$ cat src/rtl/pipe_pkg.sv
// Shared types and per-stage field widths for the pipeline stage registers.
package pipe_pkg;

    typedef enum logic [1:0] {
        EMPTY = 2'd0,
        ONE   = 2'd1,
        TWO   = 2'd2
    } pipe_state_t;

    // IF/ID: pc 32 + instruction 32; single "slot live" control bit.
    localparam int IFID_CTRL_W  = 1;
    localparam int IFID_DATA_W  = 64;
    // ID/EX: rs1 32 + rs2 32 + imm 32 + rd 5; ALU op and memory controls.
    localparam int IDEX_CTRL_W  = 8;
    localparam int IDEX_DATA_W  = 101;
    localparam int EXMEM_CTRL_W = 4;
    localparam int EXMEM_DATA_W = 69;
    // MEM/WB: load data 32 + ALU result 32 + rd 5; RegWrite and MemReg.
    localparam int MEMWB_CTRL_W = 2;
    localparam int MEMWB_DATA_W = 69;

    function automatic logic holds_beat(input pipe_state_t s);
        return (s != EMPTY);
    endfunction

endpackage

$ cat src/rtl/pipe_stage_reg.sv
// Pipeline stage register with valid/ready handshake, flush and an optional
// skid entry; the control field reads zero on every empty or squashed slot.
module pipe_stage_reg
    import pipe_pkg::*;
#(
    parameter int CTRL_W = 4,
    parameter int DATA_W = 69,
    parameter int SKID   = 1
) (
    input  logic              clk_i,
    input  logic              rst_i,
    input  logic              start_i,
    input  logic              flush_i,
    input  logic              in_valid_i,
    output logic              in_ready_o,
    input  logic [CTRL_W-1:0] ctrl_i,
    input  logic [DATA_W-1:0] data_i,
    output logic              out_valid_o,
    input  logic              out_ready_i,
    output logic [CTRL_W-1:0] ctrl_o,
    output logic [DATA_W-1:0] data_o
);

    pipe_state_t       state_q, state_d;
    logic [CTRL_W-1:0] main_ctrl_q, main_ctrl_d;
    logic [DATA_W-1:0] main_data_q, main_data_d;
    logic              acc_s;
    logic              drn_s;

    assign out_valid_o = holds_beat(state_q);
    assign ctrl_o      = main_ctrl_q;
    assign data_o      = main_data_q;

    assign acc_s = start_i & in_valid_i & in_ready_o & ~flush_i;
    assign drn_s = start_i & out_valid_o & out_ready_i & ~flush_i;

    if (SKID != 0) begin : g_skid
        logic [CTRL_W-1:0] skid_ctrl_q, skid_ctrl_d;
        logic [DATA_W-1:0] skid_data_q, skid_data_d;
        logic              in_ready_q, in_ready_d;

        assign in_ready_o = in_ready_q;

        // Two-entry next-state: main is the head, skid holds the younger beat.
        always_comb begin
            state_d     = state_q;
            main_ctrl_d = main_ctrl_q;
            main_data_d = main_data_q;
            skid_ctrl_d = skid_ctrl_q;
            skid_data_d = skid_data_q;
            if (flush_i) begin
                state_d     = EMPTY;
                main_ctrl_d = {CTRL_W{1'b0}};
                skid_ctrl_d = {CTRL_W{1'b0}};
            end else begin
                case (state_q)
                    EMPTY: begin
                        if (acc_s) begin
                            state_d     = ONE;
                            main_ctrl_d = ctrl_i;
                            main_data_d = data_i;
                        end else begin
                            state_d = EMPTY;
                        end
                    end
                    ONE: begin
                        if (acc_s && drn_s) begin
                            main_ctrl_d = ctrl_i;
                            main_data_d = data_i;
                        end else if (acc_s) begin
                            state_d     = TWO;
                            skid_ctrl_d = ctrl_i;
                            skid_data_d = data_i;
                        end else if (drn_s) begin
                            state_d     = EMPTY;
                            main_ctrl_d = {CTRL_W{1'b0}};
                        end else begin
                            state_d = ONE;
                        end
                    end
                    TWO: begin
                        if (drn_s) begin
                            state_d     = ONE;
                            main_ctrl_d = skid_ctrl_q;
                            main_data_d = skid_data_q;
                            skid_ctrl_d = {CTRL_W{1'b0}};
                        end else begin
                            state_d = TWO;
                        end
                    end
                    default: begin
                        state_d     = EMPTY;
                        main_ctrl_d = {CTRL_W{1'b0}};
                        skid_ctrl_d = {CTRL_W{1'b0}};
                    end
                endcase
            end
            // Ready is a flop: it only drops once both entries are occupied.
            in_ready_d = (state_d != TWO);
        end

        // State and storage update with synchronous reset.
        always_ff @(posedge clk_i) begin
            if (rst_i) begin
                state_q     <= EMPTY;
                main_ctrl_q <= {CTRL_W{1'b0}};
                main_data_q <= {DATA_W{1'b0}};
                skid_ctrl_q <= {CTRL_W{1'b0}};
                skid_data_q <= {DATA_W{1'b0}};
                in_ready_q  <= 1'b1;
            end else begin
                state_q     <= state_d;
                main_ctrl_q <= main_ctrl_d;
                main_data_q <= main_data_d;
                skid_ctrl_q <= skid_ctrl_d;
                skid_data_q <= skid_data_d;
                in_ready_q  <= in_ready_d;
            end
        end
    end else begin : g_single
        assign in_ready_o = ~out_valid_o | out_ready_i;

        // Single-entry next-state: a simultaneous drain and accept replaces the head.
        always_comb begin
            state_d     = state_q;
            main_ctrl_d = main_ctrl_q;
            main_data_d = main_data_q;
            if (flush_i) begin
                state_d     = EMPTY;
                main_ctrl_d = {CTRL_W{1'b0}};
            end else if (acc_s) begin
                state_d     = ONE;
                main_ctrl_d = ctrl_i;
                main_data_d = data_i;
            end else if (drn_s) begin
                state_d     = EMPTY;
                main_ctrl_d = {CTRL_W{1'b0}};
            end else begin
                state_d = state_q;
            end
        end

        // State and storage update with synchronous reset.
        always_ff @(posedge clk_i) begin
            if (rst_i) begin
                state_q     <= EMPTY;
                main_ctrl_q <= {CTRL_W{1'b0}};
                main_data_q <= {DATA_W{1'b0}};
            end else begin
                state_q     <= state_d;
                main_ctrl_q <= main_ctrl_d;
                main_data_q <= main_data_d;
            end
        end
    end

endmodule

$ cat config.mk
export PLATFORM = sky130hd
export DESIGN_NAME = pipe_stage_reg
export DESIGN_NICKNAME = d
export VERILOG_FILES = /design/src/rtl/pipe_pkg.sv /design/src/rtl/pipe_stage_reg.sv
export SDC_FILE = /design/constraint.sdc
export NUM_CORES = 1
export LEC_CHECK = 0
export CAP_MARGIN = 10
export CORE_MARGIN = 3
export CORE_UTILIZATION = 44
export DETAILED_ROUTE_END_ITERATION = 10
export PLACE_DENSITY = 0.76
export SLEW_MARGIN = 5
export SYNTH_ARGS = -nofsm -noshare
export SYNTH_HDL_FRONTEND = slang
export SYNTH_SLANG_ARGS = --single-unit
$ cat constraint.sdc
create_clock -name clk_i -period 1.7 [get_ports clk_i]
set_input_delay 0.255 -clock clk_i [delete_from_list [all_inputs] [get_ports clk_i]]
set_output_delay 0.255 -clock clk_i [all_outputs]
set_load 0.01 [all_outputs]
==> results.rst, run 1 <==
.. list-table::
   :header-rows: 1

   * - Metric
     - Value
   * - Crit path kind
     - reg -> out
   * - Combined area of the multi-input logic cells
     - 0.00286 sq mm
   * - Number of nets produced by synthesis
     - 765
   * - Average footprint of a synthesized cell
     - 8.93 sq um
   * - Most numerous cell types in the synthesized netlist
     - 149 x sky130_fd_sc_hd__dfxtp_1, 147 x sky130_fd_sc_hd__nand2_1, 141 x sky130_fd_sc_hd__a21oi_1, 77 x sky130_fd_sc_hd__mux2i_1, 69 x sky130_fd_sc_hd__a211oi_1
   * - Drt first pass iters
     - 6
   * - Fraction of layout cells with a size suffix above 1
     - 9.82%
   * - Placed inst area
     - 0.00800 sq mm
   * - Synth top area share
     - 48.7%
   * - Number of slew-limit violations in the final report
     - 0
   * - Capture endpoint of the worst hold path
     - in_ready_o
   * - Maximum level of the CTS H-tree
     - 4
   * - Number of vias per cell after detailed routing
     - 5.44
   * - Kind of launch point of the worst setup path
     - register
   * - Wire length of the first global-routing pass
     - 26.4 mm
   * - Total setup violations reported at the end of the flow
     - 0
   * - Dpl cells
     - 988
   * - Starting DRC count in detailed routing
     - 426
   * - Number of placement rows
     - 42
   * - Maximum number of pins on one net before global-route repair
     - 81
   * - Number of stages on the worst hold path
     - 4
   * - Antenna Diode Count
     - 0
   * - Fill cells
     - 1081
   * - Clock input transition at the sequential cells of the worst setup and hold paths
     - 60 ps
   * - Signal arrival time at the worst endpoint
     - 1390 ps
   * - TritonCTS Buffers
     - 17
   * - Slowest cell on the critical path
     - sky130_fd_sc_hd__dfxtp_1
   * - R2R cell count
     - 5
   * - Yosys cell types
     - 29
   * - Peak supply drop
     - 0.541 mV
   * - Post-detailed-routing wire length
     - 16.6 mm
   * - Later-pin clock latency in the skew report
     - 420 ps
   * - Most used standard cell by instance count after synthesis
     - sky130_fd_sc_hd__dfxtp_1
   * - Synth Register Bits
     - 149
   * - Routed via count
     - 5558
   * - Worst hold path class
     - in -> reg
   * - Number of instances in the synthesized netlist
     - 686
   * - Core Area
     - 0.0134 sq mm
   * - TritonCTS clock tree
     - built
   * - Flip-flop and latch area
     - 0.00298 sq mm
   * - Area leader, netlist
     - sky130_fd_sc_hd__dfxtp_1
   * - Horizontal extent of the die
     - 124 microns
   * - Slew at the pin closest to its max-slew limit
     - 590 ps
   * - Number of synthesized flops with an enable pin
     - 0
   * - Max clock buf depth
     - 2
   * - Number of maximum-capacitance violations
     - 0
   * - Worst slack, placed
     - -421 ps
   * - Data required time of the worst path
     - 1440 ps
   * - Unrepaired setup endpoints after global routing
     - no
   * - Critical path's largest stage delay
     - 330 ps
   * - Worst flop-to-flop path startpoint
     - in_ready_o
   * - Average wire per cell in the routed design
     - 16.3 microns
   * - CP endpoint kind
     - primary output
   * - Area growth from synthesis to layout
     - 40.9%
   * - Area of the die
     - 0.0154 sq mm
   * - GR Util All Layers
     - 21.9%
   * - Worst slew margin relative to its limit
     - 60.7%
   * - Number of global-route vias before repair
     - 5367
   * - Worst R2R Setup Slack
     - 70 ps
   * - Tcrit/Tclk final
     - 96.6%
   * - Final instance count without filler cells
     - 1021
   * - Effective utilization at floorplan
     - 45.7%
   * - Post-synthesis sequential area ratio
     - 48.7%
   * - Layout Nets
     - 911
   * - Final Hold Viols
     - 0
   * - Peak fanout along the critical path
     - 9
   * - ANT nets after route
     - 0
   * - Residual DRC
     - 0
   * - Synth warn
     - 0
   * - Total non-filler cell area in the finished layout
     - 0.00863 sq mm
   * - Post-route total power
     - 8260 uW
   * - CTS hold repair buffers
     - 0
   * - GR Overflow Total
     - 0
   * - Num Clock Sinks
     - 149
   * - Hpwl dp
     - 11.1 mm
   * - Critical path origin
     - state_q[0]
   * - Cell leakage power
     - 0.00346 uW
   * - Worst path cell trace
     - buf_4, or2_2, buf_2
   * - GP Congestion
     - 0.833
   * - Final worst clock skew
     - 6.22 ps
   * - Status
     - complete, no violations
   * - Async S/R FF share, synth
     - 0%
   * - Post-layout minimum cycle time
     - 1640 ps
   * - Largest cells by area after synthesis
     - sky130_fd_sc_hd__dfxtp_1 49%, sky130_fd_sc_hd__mux2i_1 13%, sky130_fd_sc_hd__a21oi_1 12%
   * - Capture point of the worst reg-to-reg path
     - g_skid.skid_data_q[6]
   * - Pwr per Cell Area
     - 958 mW/mm^2
   * - Worst path setup slack after routing
     - 57.2 ps
   * - Clk root buf
     - sky130_fd_sc_hd__clkbuf_16
   * - Top-level I/O count
     - 154
   * - HP Start
     - rst_i
   * - Antenna violations before repair
     - 0
   * - Summed instance area of the synthesized netlist
     - 0.00612 sq mm
   * - Height of the die
     - 124 microns
   * - Most used flip-flop cell after synthesis
     - sky130_fd_sc_hd__dfxtp_1
   * - Max frequency
     - 609 MHz
   * - # port buffers
     - 153
[cell type report]
class,instances,area share [%]
Timing Repair Buffer,191,22.7
Clock buffer,17,4.93
Clock inverter,15,1.97
Sequential cell,149,34.6
Inverter,2,0.0870
Tap cell,176,2.55
Multi-Input combinational cell,471,33.2
[flip-flops by register name (all words and copies together) (netlist names)]
signal              flops
in_ready_o              1
ctrl_o                  4
data_o                 69
g_skid.skid_data_q     69
g_skid.skid_ctrl_q      4
state_q                 2
[through the flow]
step                hold slack, ps  TNS [ps]  util [%]
finish                         320         0      64.4
global route                   348         0      64.4
CTS                            302         0      64.4
detailed placement             446    -47290      59.7
global placement               441    -46320      59.7
floorplan                      391         0         -
[worst max path at each step]
stage	endpoint	slack (ps)	cells after the start
6_report	out_valid_o	60	3
2_1_floorplan	g_skid.skid_data_q[58]	40	7
3_5_place_dp	g_skid.skid_data_q[62]	-420	6
5_1_grt	g_skid.skid_data_q[25]	2	5
4_1_cts	out_valid_o	40	3
3_3_place_gp	g_skid.skid_data_q[48]	-390	6
[critical path: cells and delay by family, from the launching register on]
family                 cells  cell delay, ps
AND/OR/NAND/NOR            1             310
flip-flops                 1             330
buffers and inverters      2             320
[power breakdown]
group,leakage (uW),internal (uW),switching (uW),total [uW]
clock,0.000287,2200,1560,3760
combinational,0.00197,474,397,872
sequential,0.00121,3580,53.0,3630
[layout by cell type, fill, tap and decap left out, types with 2 or more instances in the layout]
| cell | count |
|---|---|
| sky130_fd_sc_hd__clkdlybuf4s50_1 | 150 |
| sky130_fd_sc_hd__dfxtp_1 | 149 |
| sky130_fd_sc_hd__nand2_1 | 146 |
| sky130_fd_sc_hd__a21oi_1 | 141 |
| sky130_fd_sc_hd__mux2i_1 | 77 |
| sky130_fd_sc_hd__a211oi_1 | 69 |
| sky130_fd_sc_hd__buf_4 | 28 |
| sky130_fd_sc_hd__clkbuf_16 | 17 |
| sky130_fd_sc_hd__buf_12 | 10 |
| sky130_fd_sc_hd__inv_6 | 5 |
| sky130_fd_sc_hd__nor2_1 | 4 |
| sky130_fd_sc_hd__o2bb2ai_1 | 4 |
| sky130_fd_sc_hd__a22o_1 | 4 |
| sky130_fd_sc_hd__nand3_1 | 4 |
| sky130_fd_sc_hd__clkinv_4 | 4 |
| sky130_fd_sc_hd__o21ai_0 | 3 |
| sky130_fd_sc_hd__inv_1 | 2 |
| sky130_fd_sc_hd__nand2b_4 | 2 |
| sky130_fd_sc_hd__o21ai_1 | 2 |
| sky130_fd_sc_hd__bufinv_16 | 2 |
| sky130_fd_sc_hd__clkinvlp_4 | 2 |
[cells by family (layout without fill, tap and decap cells)]
group,after synthesis,in the layout,share of synthesized area (%)
buffers and inverters,66,225,5.09
xor gates and xnor gates,1,1,0.143
muxes,77,77,12.6
AOI/OAI and AO/OA,227,227,22.5
DFF,149,149,48.7
and+or+nand+nor,166,166,11.0
[repair_timing]
item | CTS | global route
buffers inserted | 0 | 0
setup endpoints to repair | 4 | 3
gates resized for setup | 5 | 2
gates cloned | 1 | 0
[metal layers]
layer	track usage, %	vias up	routed length, microns	share of wire [%]
met2	36.0	182	8070	49
li1	-	2716	-	-
met4	8.35	0	285	1.7
met5	0	-	0	0
met3	5.45	24	1120	6.7
met1	27.8	2636	7170	43
(Power assumes the default switching activity.)
==> inputs of run 2 (changes only) <==
--- a/config.mk
+++ b/config.mk
@@ -10,6 +10,8 @@
 export CORE_UTILIZATION = 44
 export DETAILED_ROUTE_END_ITERATION = 10
 export PLACE_DENSITY = 0.76
+export RECOVER_POWER = 100
+export SKIP_CTS_REPAIR_TIMING = 1
 export SLEW_MARGIN = 5
 export SYNTH_ARGS = -nofsm -noshare
 export SYNTH_HDL_FRONTEND = slang
==> run 2 against run 1 <==
Critical path depth fell by 2; critical path type unchanged; routed wire length rose by 0.39%; largest power group unchanged; sequential power is essentially flat; clock skew about the same.
==> results.rst, run 2 (synthesized netlist as in run 1, its figures left out) <==
.. list-table::
   :header-rows: 1

   * - Metric
     - Value
   * - Maximum number of pins on one net before global-route repair
     - 81 (unchanged)
   * - Max clock buf depth
     - 2 (unchanged)
   * - Cell leakage power
     - 0.00356 uW (+2.7%)
   * - Later-pin clock latency in the skew report
     - 420 ps (about the same)
   * - Worst slew margin relative to its limit
     - 58.9% (-1.8 points)
   * - Height of the die
     - 124 microns (unchanged)
   * - TritonCTS Buffers
     - 17 (unchanged)
   * - Maximum level of the CTS H-tree
     - 4 (unchanged)
   * - Status
     - complete, no violations
   * - Post-layout minimum cycle time
     - 1650 ps (+2.57 ps)
   * - Stages on worst setup path
     - 1 (-2)
   * - Top-level I/O count
     - 154 (unchanged)
   * - Number of vias per cell after detailed routing
     - 5.45 (about the same)
   * - Tcrit/Tclk final
     - 96.8% (+0.15 points)
   * - Data required time of the worst path
     - 1440 ps (about the same)
   * - Fraction of layout cells with a size suffix above 1
     - 9.70% (-0.12 points)
   * - Unrepaired setup endpoints after global routing
     - no
   * - Signal arrival time at the worst endpoint
     - 1390 ps (about the same)
   * - Fill cells
     - 1086 (+0.46%)
   * - Final worst clock skew
     - 6.17 ps (-0.0478 ps)
   * - Placed inst area
     - 0.00800 sq mm (unchanged)
   * - Antenna Diode Count
     - 0 (unchanged)
   * - Peak supply drop
     - 0.541 mV (about the same)
   * - Slew at the pin closest to its max-slew limit
     - 616 ps (+26.9 ps)
   * - Utilization of the core after routing
     - 64.1% (-0.31 points)
   * - Slowest cell on the critical path
     - sky130_fd_sc_hd__dlygate4sd3_1
   * - Number of stages on the worst hold path
     - 4 (unchanged)
   * - ANT nets after route
     - 0 (unchanged)
   * - Number of slew-limit violations in the final report
     - 0 (unchanged)
   * - Kind of launch point of the worst setup path
     - register
   * - Horizontal extent of the die
     - 124 microns (unchanged)
   * - Crit path kind
     - reg -> out
   * - Total non-filler cell area in the finished layout
     - 0.00859 sq mm (-0.48%)
   * - Critical path's largest stage delay
     - 620 ps (+290 ps)
   * - Wire length of the first global-routing pass
     - 26.1 mm (-1.3%)
   * - Most common cell after layout, fill and taps aside
     - sky130_fd_sc_hd__dfxtp_1
   * - Clock input transition at the sequential cells of the worst setup and hold paths
     - 60 ps (about the same)
   * - Area of the die
     - 0.0154 sq mm (unchanged)
   * - Core Area
     - 0.0134 sq mm (unchanged)
   * - Worst path cell trace
     - dlygate4sd3_1
   * - Hpwl dp
     - 11.1 mm (unchanged)
   * - Antenna violations before repair
     - 0 (unchanged)
   * - Effective utilization at floorplan
     - 45.7% (unchanged)
   * - Post-detailed-routing wire length
     - 16.7 mm (+0.39%)
   * - Peak fanout along the critical path
     - 2 (-7)
   * - Delay-heaviest family, CP
     - buffers and inverters
   * - GR Overflow Total
     - 0 (unchanged)
   * - Number of placement rows
     - 42 (unchanged)
   * - Number of global-route vias before repair
     - 5356 (-0.20%)
   * - Drt first pass iters
     - 5 (-1)
   * - # port buffers
     - 153 (unchanged)
   * - Buf+Inv Stages, Crit Path
     - 1 (-1)
   * - Max frequency
     - 608 MHz (-0.16%)
   * - Area growth from synthesis to layout
     - 40.3%
   * - CP endpoint kind
     - primary output
   * - Clk root buf
     - sky130_fd_sc_hd__clkbuf_16
   * - Routed via count
     - 5563 (+0.090%)
   * - GP Congestion
     - 0.833 (unchanged)
   * - Most frequent cells in the layout
     - 149 x sky130_fd_sc_hd__dfxtp_1, 146 x sky130_fd_sc_hd__nand2_1, 141 x sky130_fd_sc_hd__a21oi_1
   * - Num Clock Sinks
     - 149 (unchanged)
   * - Total setup violations reported at the end of the flow
     - 0 (unchanged)
   * - Final Hold Viols
     - 0 (unchanged)
   * - Residual DRC
     - 0 (unchanged)
   * - Total negative slack for setup checks
     - 0 ps (unchanged)
   * - Worst hold path class
     - in -> reg
   * - R2R cell count
     - 5 (unchanged)
   * - Layout Nets
     - 911 (unchanged)
   * - Average wire per cell in the routed design
     - 16.4 microns (+0.39%)
   * - Pwr per Cell Area
     - 959 mW/mm^2 (+0.18%)
   * - Starting DRC count in detailed routing
     - 433 (+1.6%)
   * - Number of maximum-capacitance violations
     - 0 (unchanged)
   * - GR Util All Layers
     - 21.6% (-0.33 points)
   * - TritonCTS clock tree
     - built
run 2: where the power goes:
part | internal [uW] | leakage, uW | switching (uW)
Combinational | 455 | 0.00206 | 397
Sequential | 3580 | 0.00121 | 51.0
Clock | 2200 | 0.000287 | 1560
run 2: final timing paths:
kind                            endpoint  slack [ps]             startpoint
hold reg to reg    g_skid.skid_data_q[1]         450  g_skid.skid_data_q[1]
setup reg to reg  g_skid.skid_data_q[62]         100             in_ready_o
hold / removal                in_ready_o         310                  rst_i
setup / recovery              data_o[14]          50             data_o[14]
run 2: layout make-up:
type	instances	area, sq um	area share, %
inverter	2	7.51	0.0874
timing repair buffer	191	1930	22.4
multi-input combinational	471	2860	33.3
sequential	149	2980	34.7
tap	176	220	2.56
clock inverter	15	170	1.98
clock buffer	17	425	4.95
run 2: through the flow:
stage          total power [uW]  hold WS [ps]  instances  setup slack [ps]
2_1_floorplan              4050           391        686              38.4
3_5_place_dp               4580           446        988              -421
6_report                   8240           310       1021              54.7
4_1_cts                    8330           302       1020              -305
5_1_grt                    8550           341       1021              20.3
3_3_place_gp               4560           441        988              -391
run 2: metal layers:
metal / wire length, microns / vias up / GRT usage, %
li1: - / 2724 / -
met5: 0 / - / 0
met4: 327 / 0 / 8.35
met3: 1220 / 26 / 5.40
met2: 7960 / 206 / 35.7
met1: 7200 / 2607 / 27.1
==> inputs of run 3 (changes only) <==
--- a/config.mk
+++ b/config.mk
@@ -16,3 +16,4 @@
 export SYNTH_ARGS = -nofsm -noshare
 export SYNTH_HDL_FRONTEND = slang
 export SYNTH_SLANG_ARGS = --single-unit
+export TNS_END_PERCENT = 20
==> results of run 3 <==
Same layout as run 2: the final DEF is identical, and so are final timing and power.
